==> src/rtl/fisc_bus_pkg.sv <==
// Shared types and constants for the FISC external bus interface unit.
package fisc_bus_pkg;

    typedef enum logic [1:0] {
        IDLE   = 2'd0,
        SETUP  = 2'd1,
        STROBE = 2'd2,
        DONE   = 2'd3
    } bus_state_t;

    typedef enum logic {
        GNT_IF = 1'b0,
        GNT_DM = 1'b1
    } grant_t;

    // A fetch must be word aligned; a data access must be doubleword aligned.
    localparam logic [63:0] IF_ALIGN_MASK = 64'h3;
    localparam logic [63:0] DM_ALIGN_MASK = 64'h7;

endpackage

==> src/rtl/fisc_bus_prio.sv <==
// Grant selection between fetch and data requesters. Data normally wins;
// a run of DATA_STREAK_MAX data grants while fetch waits forces one fetch.
module fisc_bus_prio
    import fisc_bus_pkg::*;
#(
    parameter int DATA_STREAK_MAX = 4
) (
    input  logic   clk,
    input  logic   reset_n,
    input  logic   if_req,
    input  logic   dm_req,
    input  logic   grant_en,
    output grant_t gnt
);

    localparam int SW = $clog2(DATA_STREAK_MAX + 2);
    localparam logic [SW-1:0] STREAK_LIM = SW'(DATA_STREAK_MAX);

    logic [SW-1:0] streak;

    // Data wins unless fetch is the only requester or fetch has starved long enough.
    always_comb begin
        gnt = GNT_DM;
        if (if_req && (!dm_req || streak == STREAK_LIM)) begin
            gnt = GNT_IF;
        end
    end

    // Count data grants taken while fetch is waiting; any gap in if_req resets the run.
    always_ff @(posedge clk or negedge reset_n) begin
        if (!reset_n) begin
            streak <= '0;
        end else if (!if_req) begin
            streak <= '0;
        end else if (grant_en) begin
            streak <= (gnt == GNT_IF) ? '0 : streak + 1'b1;
        end
    end

endmodule

==> src/rtl/fisc_bus_arbiter.sv <==
// Bus interface unit: arbitrates fetch and data requests onto the single
// external bus and runs each access through setup, strobe and done phases.
//
// state  | meaning
// IDLE   | bus free, requests sampled and granted here
// SETUP  | address (and store data) driven, strobes still high
// STROBE | rd_n or wr_n low, extended while wait_n=0
// DONE   | ack pulse to the granted requester, strobes released
module fisc_bus_arbiter
    import fisc_bus_pkg::*;
#(
    parameter int WAIT_TIMEOUT    = 255,
    parameter int DATA_STREAK_MAX = 4
) (
    input  logic        clk,
    input  logic        reset_n,
    input  logic        if_req,
    input  logic [63:0] if_addr,
    output logic        if_ack,
    output logic [31:0] if_rdata,
    output logic        if_err,
    input  logic        dm_req,
    input  logic        dm_we,
    input  logic [63:0] dm_addr,
    input  logic [63:0] dm_wdata,
    output logic        dm_ack,
    output logic [63:0] dm_rdata,
    output logic        dm_err,
    input  logic        wait_n,
    output logic [63:0] a,
    input  logic [63:0] d_in,
    output logic [63:0] d_out,
    output logic        d_oe,
    output logic        rd_n,
    output logic        wr_n,
    output logic        opcycle_n,
    output logic        busy
);

    bus_state_t  state, state_nxt;
    grant_t      gnt, gnt_q;
    logic        we_q;
    logic [15:0] wait_cnt;
    logic        any_req;
    logic        grant_en;
    logic        misaligned;
    logic        timeout_hit;
    logic        finish;

    assign any_req = if_req | dm_req;
    assign busy    = (state != IDLE);

    assign misaligned = (gnt == GNT_IF) ? |(if_addr & IF_ALIGN_MASK)
                                        : |(dm_addr & DM_ALIGN_MASK);

    // wait_cnt counts extension cycles already taken; this edge would be one more.
    assign timeout_hit = (WAIT_TIMEOUT != 0) &&
                         (({1'b0, wait_cnt} + 17'd1) == 17'(WAIT_TIMEOUT));
    assign finish = wait_n || timeout_hit;

    fisc_bus_prio #(
        .DATA_STREAK_MAX(DATA_STREAK_MAX)
    ) u_prio (
        .clk     (clk),
        .reset_n (reset_n),
        .if_req  (if_req),
        .dm_req  (dm_req),
        .grant_en(grant_en),
        .gnt     (gnt)
    );

    // Next-state decode; a misaligned request skips the bus and completes at once.
    always_comb begin
        state_nxt = state;
        grant_en  = 1'b0;
        case (state)
            IDLE: begin
                if (any_req) begin
                    grant_en  = 1'b1;
                    state_nxt = misaligned ? DONE : SETUP;
                end
            end
            SETUP:   state_nxt = STROBE;
            STROBE:  if (finish) state_nxt = DONE;
            DONE:    state_nxt = IDLE;
            default: state_nxt = IDLE;
        endcase
    end

    // State register.
    always_ff @(posedge clk or negedge reset_n) begin
        if (!reset_n) begin
            state <= IDLE;
        end else begin
            state <= state_nxt;
        end
    end

    // Bus pins, wait counter and requester results, all registered.
    always_ff @(posedge clk or negedge reset_n) begin
        if (!reset_n) begin
            gnt_q     <= GNT_IF;
            we_q      <= 1'b0;
            wait_cnt  <= '0;
            a         <= '0;
            d_out     <= '0;
            d_oe      <= 1'b0;
            rd_n      <= 1'b1;
            wr_n      <= 1'b1;
            opcycle_n <= 1'b1;
            if_ack    <= 1'b0;
            if_err    <= 1'b0;
            if_rdata  <= '0;
            dm_ack    <= 1'b0;
            dm_err    <= 1'b0;
            dm_rdata  <= '0;
        end else begin
            if_ack <= 1'b0;
            dm_ack <= 1'b0;
            case (state)
                IDLE: begin
                    if (any_req) begin
                        gnt_q <= gnt;
                        we_q  <= (gnt == GNT_DM) && dm_we;
                        if (misaligned) begin
                            if (gnt == GNT_IF) begin
                                if_ack <= 1'b1;
                                if_err <= 1'b1;
                            end else begin
                                dm_ack <= 1'b1;
                                dm_err <= 1'b1;
                            end
                        end else begin
                            a         <= (gnt == GNT_IF) ? if_addr : dm_addr;
                            opcycle_n <= (gnt != GNT_IF);
                            if (gnt == GNT_DM && dm_we) begin
                                d_out <= dm_wdata;
                                d_oe  <= 1'b1;
                            end
                        end
                    end
                end
                SETUP: begin
                    wait_cnt <= '0;
                    if (we_q) begin
                        wr_n <= 1'b0;
                    end else begin
                        rd_n <= 1'b0;
                    end
                end
                STROBE: begin
                    if (finish) begin
                        rd_n      <= 1'b1;
                        wr_n      <= 1'b1;
                        d_oe      <= 1'b0;
                        opcycle_n <= 1'b1;
                        if (gnt_q == GNT_IF) begin
                            if_ack   <= 1'b1;
                            if_err   <= !wait_n;
                            if_rdata <= wait_n ? d_in[31:0] : 32'd0;
                        end else begin
                            dm_ack   <= 1'b1;
                            dm_err   <= !wait_n;
                            dm_rdata <= wait_n ? d_in : 64'd0;
                        end
                    end else begin
                        wait_cnt <= wait_cnt + 16'd1;
                    end
                end
                default: ;
            endcase
        end
    end

endmodule

==> config.mk <==
export PLATFORM = sky130hd
export DESIGN_NAME = fisc_bus_arbiter
export DESIGN_NICKNAME = d
export VERILOG_FILES = /design/src/rtl/fisc_bus_pkg.sv /design/src/rtl/fisc_bus_prio.sv /design/src/rtl/fisc_bus_arbiter.sv
export SDC_FILE = /design/constraint.sdc
export NUM_CORES = 1
export LEC_CHECK = 0
export BUFFER_PORTS_ARGS = -buffer_cell sky130_fd_sc_hd__buf_2
export CAP_MARGIN = 5
export CORE_AREA = 10 10 184 186
export DETAILED_ROUTE_END_ITERATION = 6
export DIE_AREA = 0 0 194 196
export GPL_TIMING_DRIVEN = 0
export PLACE_DENSITY = 0.65
export SETUP_SLACK_MARGIN = 0.2
export SYNTH_ARGS = -nofsm -noshare
export SYNTH_HDL_FRONTEND = slang
export SYNTH_HIERARCHICAL = 1
export SYNTH_SLANG_ARGS = --single-unit
==> constraint.sdc <==
create_clock -name clk -period 2.39 [get_ports clk]
set_clock_uncertainty 0.1 [all_clocks]
set_input_delay 0.478 -clock clk [delete_from_list [all_inputs] [get_ports clk]]
set_output_delay 0.478 -clock clk [all_outputs]
set_load 0.05 [all_outputs]
* Yosys cells after proc, flatten, opt, wreduce, memory -nomap -nowiden
Index checks and enable logic that the tools add are counted.
** Word-level totals
- Register bits after elaboration :: 255
- Output and inout bits :: 233
- Input port bits :: 262
- Word-level logic and storage cells :: 118
** Cells by class
- Add/subtract/negate cells :: 3
- Multiplexer cells :: 52
- Reductions and logical operators :: 25
- Equality and inequality tests :: 18
- Bitwise gates (word level) :: 3
** Operators by type and width (number)
- 64-bit two-way mux :: 2
- 1-bit two-way mux :: 32
- 32-bit two-way mux :: 1
- 16-bit one-hot mux with 2 select lines :: 1
- 2-bit inequality test, second input constant :: 12
- 16-bit by 1-bit adder with 17-bit output, second input constant :: 1
- 17-bit by 8-bit == test with 1-bit output, second input constant :: 1
- 16-bit by 1-bit adder with 16-bit output, second input constant :: 1
- 16-bit two-way mux :: 1
- 1-bit one-hot mux with 2 select lines :: 8
- 3-bit AND reduction :: 5
- 6-bit AND reduction :: 2
- 3-bit two-way mux :: 3
- 2-bit one-hot mux with 4 select lines :: 1
- 4-bit AND reduction :: 2
- 2-bit two-way mux :: 3
- 2-bit AND reduction :: 3
- 2-bit nonzero test :: 3
- 5-bit AND reduction :: 1
- 2-bit == test, second input constant :: 2
- 3-bit by 1-bit adder with 3-bit output, second input constant :: 1
- 3-bit == test, second input constant :: 1
- 3-bit OR reduction :: 1
- 2-bit by 1-bit == test with 1-bit output, second input constant :: 1
- other kinds (8) :: 12

* Depth between registers and ports, before layout
- Depth in word-level cells :: 9
- Gate-level depth with buffers :: 11
- Depth with buffers taken out :: 9

* Modules after synthesis
Netlist, hierarchy kept.
** By module, submodules not included
- fisc_bus_arbiter :: instances 1, sequential area each 6309.8 µm², cells each 817, area an instance 10322.4 µm²
- fisc_bus_prio :: instances 1, sequential area each 75.1 µm², cells each 21, area an instance 193.9 µm²

* Worst setup path before layout
No wires, ideal clock.
- Path kind :: register -> register
- From :: register wait_cnt[0]
- To :: register dm_rdata[14]
- Stages on the path, launching flop included :: 11
- Path slack :: -169 ps
- Required time :: 2169 ps
- Library setup time :: 121 ps
- Arrival time :: 2338 ps
- Cells stage by stage :: dfrtp_1 ha_1 and4_1 a311oi_1 o2111ai_1 nand4b_2 o21bai_4 nand3_1 buf_4 buf_6 a22o_1
** On the way
- Word-level cells in the longest chain between the ends :: 4
** Ends and longest elaborated chain
- start: declaration :: RTL line fisc_bus_arbiter.sv:43 : logic [15:0] wait_cnt;
- start signal: assignment :: RTL line fisc_bus_arbiter.sv:167 : wait_cnt <= wait_cnt + 16'd1;
- 16-bit by 1-bit adder with 17-bit output :: RTL line fisc_bus_arbiter.sv:58 : (({1'b0, wait_cnt} + 17'd1) == 17'(WAIT_TIMEOUT));
- 17-bit by 8-bit == test with 1-bit output :: RTL line fisc_bus_arbiter.sv:58
- 1-bit logical OR :: RTL line fisc_bus_arbiter.sv:59 : assign finish = wait_n || timeout_hit;
- 3-bit AND reduction (no line)
- end signal: assignment :: RTL line fisc_bus_arbiter.sv:164 : dm_rdata <= wait_n ? d_in : 64'd0;
- end: declaration :: RTL line fisc_bus_arbiter.sv:27 : output logic [63:0] dm_rdata,
Every way passes these cells.
A chain may end at the register's enable or synchronous reset.

* Worst setup path in the final report
- From :: register wait_cnt[3]
- To :: register dm_rdata[13]
Same word-level chain as after synthesis.

==> impl_metrics.ini <==
[outcome]
status = finished, violations left
violations = negative setup slack

[die]
placementRows = 64
num_io_pins = 495
die-area_um2 = 38020
core_area_um2 = 30270
dieWidth_um = 194
die_h_um = 196
start_util = 0.3474

[pwr]
pwr-share-clk = 0.193
power_density_nw_per_um2 = 1587
p_seq_frac = 0.292
leakagePower_nw = 8.495
power_mw = 25.20
p_switching_mw = 12.38
ir_drop_uv = 852.8
internal-power_mw = 12.82
combPwrFrac = 0.515
switching_share = 0.4912

[detailed_routing]
vias_per_cell = 5.016
wirelength_um = 40240
drcViolationCount = 0
drtPass1Iterations = 7
wl_per_cell_um = 21.85
ant_nets = 0
drt_iter0_drc = 342
via_count = 9239

[placed_design]
numPortBuffers = 494
dp_hpwl_um = 30650
place_worst_setup_slack_ns = -0.5749
gp_congestion = 0.7980
dpl_cell_area_um2 = 13630

[clock_network]
clockBufferDepth = 3
cts-root-buf = clkbuf_16
clk_pin_slew_ns = 0.06
cts-htree-levels = 1
clkSinkCount = 255
clock_latency_ns = 0.54
cts_tree = yes
numCtsBuffers = 29

[synth]
syn_inst = 838
synth_top_cell_area_share = 0.5996
yosys-top-cells-area = dfrtp_1 60%, a22o_1 8.2%, mux2_2 7.1%
ys_ff_latch = 255
yosys_warnings = 6
synth_fp_nets = 1107
synth_top_area_cell = dfrtp_1
syn_area_um2 = 10520
synth-edff-count = 0
ys.flop_type = dfrtp_1
ys_types = 55
avgSynthCellArea_um2 = 12.55
async_flop_share = 1.000
ys_seq_area_frac = 0.6071

[worst_hold_path]
hold_class = in -> reg

[layout]
drive_gt1_frac = 0.5537
seq_area_um2 = 6391
area_growth_pct = 50.97
fin_area_um2 = 15880
fillerInstances = 2664
layout.nets = 1691
multi_input_area_um2 = 4188

[sta]
worst_pin_slew_ns = 0.8397
post-route-min-period_ns = 2.566
grt_setup_unrepaired = yes
slew_viol_final = 0
hold_viol = 0
finalSetupTns_ns = -14.20
fin_crit_sh = 1.074
fmax_ghz = 0.3897
setup_ws_ns = -0.1759
finalSetupViolCount = 104
relSlewSlack = 0.4359

[worst_setup_path]
critical_path_required_ns = 2.71
crit_path_max_fanout = 10
critPathLaunchType = flop
endpoint_kind = flop
worstSetupPathType = reg -> reg
cp.arrival_ns = 2.89

[grt]
grt_pass1_vias = 9897
grt_overflow = 0
grt_usage = 0.1978
antenna_found_initial = 9
grt_max_degree = 120
grt_first_pass_wirelength_um = 60280

[job]
max_cap_violations = 0
## cell usage after synthesis (3+ instances only)
cell type	number
a31oi_1	4
o211ai_1	5
nand2_1	87
inv_1	13
nor3_1	6
nand3_1	15
dfstp_2	3
dfrtp_1	252
mux2_2	66
o21ai_0	71
a21oi_1	9
a22o_1	98
ha_1	7
or2_2	4
buf_6	5
buf_2	9
nand4_1	6
nor2_1	14
nand2b_1	6
clkbuf_1	30
mux2i_1	66
and2_1	3
xnor2_1	4
buf_1	11
o31ai_1	5
## per-layer routing
layer,vias to the layer above,GRT usage,wire length [um]
met5,-,0,34
met4,4,0.04303,645
met3,54,0.06701,3484
met2,378,0.3488,20450
met1,4578,0.2278,15630
li1,4225,-,-
## state kept, by name, indices dropped and copies added (netlist names)
register / count
state: 2
if_ack: 1
opcycle_n: 1
gnt_q: 1
u_prio/streak: 3
we_q: 1
rd_n: 1
wr_n: 1
if_rdata: 32
d_oe: 1
a: 64
dm_err: 1
dm_rdata: 64
dm_ack: 1
if_err: 1
wait_cnt: 16
d_out: 64
## worst max-delay path, cell delays in order, from the launching register on
cell and delay [ns]:
dfrtp_1 0.34, buf_6 0.14, nand4_1 0.16, or3_4 0.40
mux2i_4 0.20, nand4b_4 0.17, o21bai_4 0.25, nand3_4 0.13
buf_4 0.17, clkbuf_16 0.15, a22o_1 0.22
## cells in the final DEF (no fill, tap or decap), drive strengths merged, types with 16 or more instances in the layout
cell and count:
mux2 66, o21ai 72, a22o 98, dfrtp 252, mux2i 66, nand2 87, nand3 16, clkbuf 55
buf 591
## cell families (layout without fill, tap and decap cells)
group,Yosys count,count (layout),synth area share
compound gates,210,210,0.1447
xor+xnor,6,6,0.004997
fa+ha+maj,7,7,0.008328
buf+inv,70,675,0.02998
flops,255,255,0.6071
mux,132,132,0.1335
other cells,0,3,0
simple gates,158,158,0.07139
## power groups by stage
| stage | registers [mW] | clock network, mW | logic, mW |
|---|---|---|---|
| after floorplan | 13.5 | 0 | 2.58 |
| after global placement | 7.24 | 0 | 12.3 |
| after detailed placement | 7.32 | 0 | 12.4 |
| after CTS | 7.29 | 4.96 | 12.8 |
| after global routing | 7.58 | 5.16 | 13.6 |
| final | 7.36 | 4.86 | 13.0 |
## per-stage QoR
stage | hold slack [ns] | utilization | cells
global placement | 0.3561 | 0.4480 | 1728
floorplan | 0.08241 | - | 838
finish | 0.05049 | 0.5245 | 1842
CTS | 0.03334 | 0.5084 | 1824
global route | 0.03303 | 0.5244 | 1841
detailed placement | 0.2456 | 0.4502 | 1730
## final cells by class
| type | instances | share of cell area |
|---|---|---|
| clock buffers | 38 | 0.05225 |
| well taps | 396 | 0.03121 |
| multi-input cells | 513 | 0.2638 |
| plain buffers | 55 | 0.03397 |
| flip-flops and latches | 255 | 0.4026 |
| diodes | 3 | 0.0004728 |
| repair buffers | 554 | 0.1981 |
| clock inverters | 14 | 0.01434 |
| inverters | 14 | 0.003310 |
## what timing repair did
action,CTS,global route
gates cloned,4,2
endpoints found under the setup margin,251,238
gates resized for setup,103,131
hold endpoints to repair,24,0
hold buffers,1,0
pin swaps,17,32
setup buffers,37,14
## path summary, 6_finish.rpt
path                             start      endpoint  slack [ns]  depth (start not counted)
min                           d_in[45]  dm_rdata[45]        0.05                          2
max                        wait_cnt[3]  dm_rdata[13]       -0.18                         10
min in group asynchronous      reset_n     d_out[44]        0.30                          2
max in group asynchronous      reset_n   wait_cnt[7]        1.02                          3
max reg2reg                wait_cnt[3]  dm_rdata[13]       -0.18                         10
min reg2reg                      a[60]         a[60]        0.38                          2
No activity file was read; power rests on OpenSTA's default activity.
